File: src/rtl/cpu_config.sv
// rtl/cpu_config.sv - core-wide configuration constants
package cpu_config;

    localparam int XLEN = 32;

endpackage

File: src/rtl/cpu_types.sv
// rtl/cpu_types.sv - hardware-thread types shared by scheduler and register file
package cpu_types;

    localparam int NUM_THREADS = 4;

    typedef logic [1:0] thread_id_t;

    typedef enum logic {
        ST_CLEAR = 1'b0,
        ST_RUN   = 1'b1
    } sched_state_t;

    typedef struct packed {
        logic       valid;
        thread_id_t id;
    } wb_slot_t;

endpackage

File: src/rtl/riscv_types.sv
// rtl/riscv_types.sv - architectural register address type
package riscv_types;

    typedef logic [4:0] rs_addr_t;

endpackage

File: src/rtl/rr_thread_select.sv
// rtl/rr_thread_select.sv - combinational round-robin pick among eligible threads
module rr_thread_select
    import cpu_types::thread_id_t;
(
    input  logic [3:0] eligible,
    input  thread_id_t last_id,
    output thread_id_t sel_id,
    output logic       sel_valid
);

    thread_id_t cand;

    // Search starts one past the last issued thread and wraps, so last_id is tried last.
    always_comb begin
        sel_id    = last_id;
        sel_valid = 1'b0;
        cand      = '0;
        for (int k = 1; k <= 4; k++) begin
            cand = last_id + 2'(k);
            if (!sel_valid && eligible[cand]) begin
                sel_valid = 1'b1;
                sel_id    = cand;
            end
        end
    end

endmodule

File: src/rtl/thread_scheduler.sv
// rtl/thread_scheduler.sv - register-file clear sequencer, round-robin issue and writeback tracking
module thread_scheduler
    import cpu_config::*;
    import riscv_types::*;
    import cpu_types::thread_id_t;
    import cpu_types::wb_slot_t;
    import cpu_types::sched_state_t;
    import cpu_types::ST_CLEAR;
    import cpu_types::ST_RUN;
#(
    parameter int NUM_THREADS = cpu_types::NUM_THREADS,
    parameter int WB_LATENCY  = 3
) (
    input  logic                   clk,
    input  logic                   rst,
    input  logic [NUM_THREADS-1:0] thread_en,
    input  logic [NUM_THREADS-1:0] thread_stall,
    input  rs_addr_t               wb_rd_addr,
    input  logic [XLEN-1:0]        wb_data,
    input  logic                   wb_wr_en,
    output thread_id_t             thread_rs_id,
    output logic                   issue_valid,
    output thread_id_t             thread_rd_id,
    output rs_addr_t               rf_rd_addr,
    output logic [XLEN-1:0]        rf_new_data,
    output logic                   rf_wr_en,
    output logic                   init_done
);

    sched_state_t                 state_q, state_d;
    logic [6:0]                   clr_cnt_q, clr_cnt_d;
    logic                         init_done_q, init_done_d;
    thread_id_t                   last_id_q, last_id_d;
    thread_id_t                   rs_id_q, rs_id_d;
    logic                         issue_valid_q, issue_valid_d;
    wb_slot_t [WB_LATENCY-1:0]    wb_pipe_q, wb_pipe_d;

    logic [3:0] eligible;
    thread_id_t sel_id;
    logic       sel_valid;
    wb_slot_t   tail;

    assign eligible = 4'(thread_en & ~thread_stall);
    assign tail     = wb_pipe_q[WB_LATENCY-1];

    rr_thread_select u_rr_thread_select (
        .eligible  (eligible),
        .last_id   (last_id_q),
        .sel_id    (sel_id),
        .sel_valid (sel_valid)
    );

    always_comb begin
        state_d       = state_q;
        clr_cnt_d     = clr_cnt_q;
        init_done_d   = init_done_q;
        last_id_d     = last_id_q;
        rs_id_d       = rs_id_q;
        issue_valid_d = 1'b0;
        wb_pipe_d     = wb_pipe_q;

        case (state_q)
            ST_CLEAR: begin
                clr_cnt_d = clr_cnt_q + 7'd1;
                if (clr_cnt_q == 7'd127) begin
                    state_d     = ST_RUN;
                    init_done_d = 1'b1;
                end
            end
            ST_RUN: begin
                issue_valid_d = sel_valid;
                if (sel_valid) begin
                    rs_id_d   = sel_id;
                    last_id_d = sel_id;
                end
            end
            default: state_d = ST_CLEAR;
        endcase

        // Every cycle's issue slot enters the delay line, idle ones included.
        wb_pipe_d[0].valid = issue_valid_q;
        wb_pipe_d[0].id    = rs_id_q;
        for (int i = 1; i < WB_LATENCY; i++) begin
            wb_pipe_d[i] = wb_pipe_q[i-1];
        end
    end

    always_ff @(posedge clk) begin
        if (rst) begin
            state_q       <= ST_CLEAR;
            clr_cnt_q     <= '0;
            init_done_q   <= 1'b0;
            last_id_q     <= 2'd3;
            rs_id_q       <= '0;
            issue_valid_q <= 1'b0;
            wb_pipe_q     <= '0;
        end else begin
            state_q       <= state_d;
            clr_cnt_q     <= clr_cnt_d;
            init_done_q   <= init_done_d;
            last_id_q     <= last_id_d;
            rs_id_q       <= rs_id_d;
            issue_valid_q <= issue_valid_d;
            wb_pipe_q     <= wb_pipe_d;
        end
    end

    // rst gates the write strobe so nothing lands in the register file while reset is held.
    always_comb begin
        if (state_q == ST_CLEAR) begin
            rf_wr_en     = ~rst;
            thread_rd_id = clr_cnt_q[6:5];
            rf_rd_addr   = clr_cnt_q[4:0];
            rf_new_data  = '0;
        end else begin
            rf_wr_en     = ~rst & wb_wr_en & tail.valid & (wb_rd_addr != '0);
            thread_rd_id = tail.id;
            rf_rd_addr   = wb_rd_addr;
            rf_new_data  = wb_data;
        end
    end

    assign thread_rs_id = rs_id_q;
    assign issue_valid  = issue_valid_q;
    assign init_done    = init_done_q;

endmodule

File: config.mk
export PLATFORM = sky130hd
export DESIGN_NAME = thread_scheduler
export DESIGN_NICKNAME = d
export VERILOG_FILES = /design/src/rtl/cpu_config.sv /design/src/rtl/cpu_types.sv /design/src/rtl/riscv_types.sv /design/src/rtl/rr_thread_select.sv /design/src/rtl/thread_scheduler.sv
export SDC_FILE = /design/constraint.sdc
export NUM_CORES = 1
export LEC_CHECK = 0
export BUFFER_PORTS_ARGS = -buffer_cell sky130_fd_sc_hd__buf_4
export CELL_PAD_IN_SITES_DETAIL_PLACEMENT = 1
export CELL_PAD_IN_SITES_GLOBAL_PLACEMENT = 1
export CORE_MARGIN = 8
export CORE_UTILIZATION = 24
export CTS_CLUSTER_DIAMETER = 30
export DETAILED_ROUTE_END_ITERATION = 6
export MAX_ROUTING_LAYER = met4
export PLACE_DENSITY = 0.81
export SLEW_MARGIN = 40
export SYNTH_ARGS = -nofsm -noshare
export SYNTH_HDL_FRONTEND = slang
export SYNTH_SLANG_ARGS = --single-unit
File: constraint.sdc
create_clock -name clk -period 1.2 [get_ports clk]
set_clock_uncertainty 0.1 [all_clocks]
set_input_delay 0.24 -clock clk [delete_from_list [all_inputs] [get_ports clk]]
set_output_delay 0.24 -clock clk [all_outputs]
set_load 0.02 [all_outputs]
Word-level counts from Yosys, hierarchy flattened
Index checks and enable logic that the tools add are counted. Widths: inputs -> output; s select.

Latch bits: 0. Output and inout bits: 44. Memories kept: 0. Memory bits (read-only): 0. Register bits: 23. Input bits: 48. RAM bits: 0. Word-level logic and storage cells: 60.

Reductions and logical operators: 10. Eq/ne operators: 1. Add/subtract/negate cells: 4. Bitwise gates (word level): 7. Magnitude comparators: 4. $mul: 0. Shift operators: 0. Mux-type cells: 22. Divide/modulo/power cells: 0.

Operators with widths (number): $mux 32 (1); $lt 2x3->1 const B (4); $mux 1 (11); $mux 2 (5); $bmux 1 s2 (4); $add 7x1->7 const B (1); $eq 7x7->1 const B (1); $mux 5 (1); $reduce_bool 5->1 (1); $add 2x2->2 const B (2); $and 4x4->4 (1); $not 4->4 (1); $reduce_and 2->1 (2); $and 1x1->1 (3); $logic_and 1x1->1 (3); $logic_not 1->1 (3); $add 2x1->2 const B (1); $not 1->1 (2); $reduce_or 2->1 (1).

Longest topological paths before layout
Word-level depth: 15. Mapped depth: 6. Gate-level depth less buffers: 5.

Hierarchy
Synthesis repeated with hierarchy kept, for this count alone.

Cell total of the unflattened synthesis: 140. Area, all modules: 1199.9 µm².

Modules (own cells, without submodules): thread_scheduler (cells each 126, area an instance 1117.3 µm², sequential area each 460.4 µm², times used 1); rr_thread_select (cells each 14, area an instance 82.6 µm², sequential area each 0.0 µm², times used 1).

Least setup slack after synthesis
OpenSTA, ideal clock, no wires.

Path type: input to output. Start: input wb_rd_addr[0]. End: output rf_wr_en. Setup slack: -0.213 ns. Data arrival time: 1.073 ns. Buffers on the path: 0. Stages on the path: 3. Required time: 0.860 ns. Cells stage by stage: or4_1 -> o211ai_1 -> a21oi_1.

Word-level cells in the longest chain between the ends: 3.

RTL lines: start: declaration (line thread_scheduler.sv:18) `input rs_addr_t wb_rd_addr,`; $reduce_bool 5->1 (line thread_scheduler.sv:116) `rf_wr_en = ~rst & wb_wr_en & tail.valid & (wb_rd_addr != '0);`; $and 1x1->1 (line thread_scheduler.sv:116); $mux 1 (line thread_scheduler.sv:110) `if (state_q == ST_CLEAR) begin`; end: declaration (line thread_scheduler.sv:26) `output logic rf_wr_en,`.

Every way passes these cells.

Final worst setup path
Start: input wb_rd_addr[4]. End: output rf_wr_en.

Same word-level chain as after synthesis.

==> impl_results.md <==
* Crit path depth at 5
* Via Count at 1502
* Internal power at between 1 and 1.5 mW
* Net Switching at 0.3933 mW
* Final Hold Viols at 0
* Max Freq at between 0.5 and 0.6 GHz
* Failing checks: setup timing
* Die area at 7888 um2
* Predominant post-synthesis flop cell: dfxtp_1
* Top post-synthesis cells by area: dfxtp_1, and2_1, nor2b_1
* Worst-margin pin slew at 0.4137 ns
* Tmin final at 1.671 ns
* Post-DR vias/cell at between 4 and 5
* Fin util at a little over half
* Post-synth EDFFs at 0
* Pre-antenna DRT Iters at 4
* # IOs at 92
* Post-synthesis sequential area ratio at between 30% and 40%
* Crit start category: input pin
* Dpl hpwl at 3978 um
* Rel. slew slack at 72.36%
* Layout cell share with drive strength beyond 1 at roughly 72%
* Site Rows at 26
* # DRC at 0
* Design Area, Final at 2698 um2
* Fillers at around 570
* Max-cap violations at 0
* Largest net degree at the start of global routing at 24
* Nets at 308
* Pwr Density at 587.9 nW/um2
* Initial core utilization at 24.91%
* CTS H-Tree Depth at 1
* Netlist cell types at 39
* Synth area leader: dfxtp_1
* Area after DPL at 2207 um2
* Crit path kind: in2out
* Synth-to-layout area growth at 112.0%
* Worst Path Buf+Inv at 2
* Number of clock sinks at 23
* PortBufs at 91
* Setup crit start: wb_rd_addr[4]
* Worst EP required at 0.86 ns
* Comb pwr share at a little over 20%
* Vias in the first global route at 1675
* CTS tree: yes
* Max VDD drop at around 560 uV
* Clock root cell: clkbuf_8
* Reg clk slew, reported paths at 0.08 ns
* Setup Viol. Count Final at 48
* Clock network fraction of total power at ~30%
* Status: finished with violations
* Mean routed wirelength per cell at 19.39 um
* Mapped Cells at about 150
* Slew Limit Fails at 0
* ANT cells at 0
* Worst hold path type: in2reg
* Sequential Power Share at 49.2%
* R2r setup slk at -0.28 ns
* Hold-fix buffer count after cts at 0
* Gr ovfl total at 0
* Syn nets at 197
* R2r endpoint: clr_cnt_q[6]$_SDFFE_PP0N_
* Tcrit/Tclk final at 139.3%
* CP Max Fanout at 2
* CP arrival at 1.33 ns
* Mapped Area at 1272 um2
* Total CTS buffers at 3
* Syn Area/Cell at around 8.6 um2
* Die X at 88.82 um
* Number of antenna-violating nets in the routed design at 0
* Clock Latency Late Sink at 0.26 ns
* CP most frequent cell: buf_6
* DRT Wirelength at 6359 um
* Async SR Flop Fraction at 0%
* R2r worst-path depth at 6
* Final hold slack at 0.2495 ns
* Crit-path cells: buf_6 > or4_4 > o211ai_1 > a21oi_2 > buf_6
* Core footprint at 5107 um2
* GRT Total Usage at ~16%
* First-pass GRT wire length at 9397 um
* Initial antenna violation count at 0
* CP Capture Type: primary output
* End point of the critical path: rf_wr_en
* Sw Share at 24.80%
* Drt initial violations at 36
* PnR worst setup slack at -0.4714 ns
* Worst r2r src: state_q$_SDFF_PP0_
* Slowest cell on crit path: or4_4
* Final Wtd Congestion at between 0.8 and 0.9
* Share of the synthesized area in the top cell type at 36.18%
* Ys Warns at 0
* CP top delay family: simple AND/OR/NAND/NOR gates
* Pleak at 1.229 nW
* Die H at 88.82 um
* CTS Buffer Depth at 2
* PnR Total Power at 1.586 mW
* Crit-path max cell delay at 0.52 ns
* Seq cells post-synth at 23
* RSZ-0062 raised after global routing: yes
logic make-up (layout without fill, tap and decap cells):
group | after synthesis | after routing | synth area share [%]
simple gates | 76 | 76 | 36.28
fa+ha+maj | 1 | 1 | 0.9831
mux | 7 | 7 | 6.096
flops | 23 | 23 | 36.18
compound gates | 24 | 24 | 12.10
xor+xnor | 5 | 5 | 3.442
buf+inv | 12 | 122 | 4.916
worst reg2reg max path: stages (launching register included):
cell	delay [ns]
dfxtp_4	0.40
buf_6	0.13
nor2b_4	0.12
buf_6	0.13
nand3_4	0.08
or3_4	0.34
a21oi_2	0.12
through the flow:
| stage | std cells | setup WS [ns] | setup TNS [ns] |
|---|---|---|---|
| 2_1_floorplan | 148 | -0.1958 | -0.3246 |
| 3_3_place_gp | 314 | -0.4284 | -4.093 |
| 3_5_place_dp | 314 | -0.4432 | -4.394 |
| 4_1_cts | 329 | -0.4340 | -13.52 |
| 5_1_grt | 328 | -0.4902 | -15.34 |
| 6_report | 328 | -0.4714 | -13.23 |
layer usage:
| metal | global-route usage (%) | wire length, um |
|---|---|---|
| met1 | 16.01 | 2299 |
| met2 | 29.85 | 3166 |
| met3 | 5.478 | 815 |
| met4 | 2.304 | 78 |
| met5 | - | 0 |
what timing repair did:
item                       4_1_cts  5_1_grt
setup endpoints to repair       47       52
pin swaps                        9        8
cloned                           3        0
setup buffers                    9        5
gates resized for setup         95       22
power groups by stage:
stage,registers [mW],clock network (mW),logic [mW]
2_1_floorplan,0.801,0,0.0925
3_3_place_gp,0.803,0,0.268
3_5_place_dp,0.804,0,0.275
4_1_cts,0.781,0.483,0.306
5_1_grt,0.782,0.533,0.345
6_report,0.780,0.480,0.326
placed cells by master (no fill, tap or decap), types with 3 or more instances in the layout:
master,n
o21ai_1,3
nand2_1,4
nor2_1,9
buf_4,61
dfxtp_1,18
buf_6,52
a21oi_2,4
mux2_4,6
dfxtp_4,3
clkbuf_8,3
a21oi_1,6
and2_4,32
buf_8,3
nor2b_1,12
nand2b_1,3
synth_stat cells (all sizes together), types with 2 or more instances:
cell type,n
xnor2,2
or3,2
nor2,9
dfxtp,23
nor2b,14
a21oi,10
and3,2
o21ai,4
nand2,5
a41oi,2
buf,5
clkbuf,6
nand2b,4
xor2,3
and2,32
mux2,6
nand3,4
final cells by class:
type	count	area, um2	area share [%]
clock buffer	3	41.29	1.531
inverter	1	3.754	0.1391
clock inverter	1	5.005	0.1855
tap	70	87.58	3.247
timing repair buffer	117	1109	41.09
sequential	23	474.2	17.58
multi-input combinational	113	977.2	36.22
how the worst min path moves through the flow:
stage	start	depth (start not counted)	slack [ns]	to
detailed placement	wb_pipe_d[5]$_SDFF_PP0_	1	0.33	wb_pipe_d[8]$_SDFF_PP0_
floorplan	rst	1	0.21	tail[0]$_SDFF_PP0_
global placement	wb_pipe_d[3]$_SDFF_PP0_	1	0.32	wb_pipe_d[6]$_SDFF_PP0_
global route	rst	3	0.25	clr_cnt_q[6]$_SDFFE_PP0N_
CTS	rst	3	0.24	clr_cnt_q[0]$_SDFFE_PP0N_
finish	rst	3	0.25	clr_cnt_q[6]$_SDFFE_PP0N_
state kept, by name, indices dropped and copies added (netlist names):
| register | flops |
|---|---|
| state_q | 1 |
| thread_rs_id | 2 |
| last_id_q | 2 |
| wb_pipe_d | 6 |
| init_done | 1 |
| clr_cnt_q | 7 |
| tail | 3 |
| issue_valid | 1 |
No activity file was read; power rests on OpenSTA's default activity.
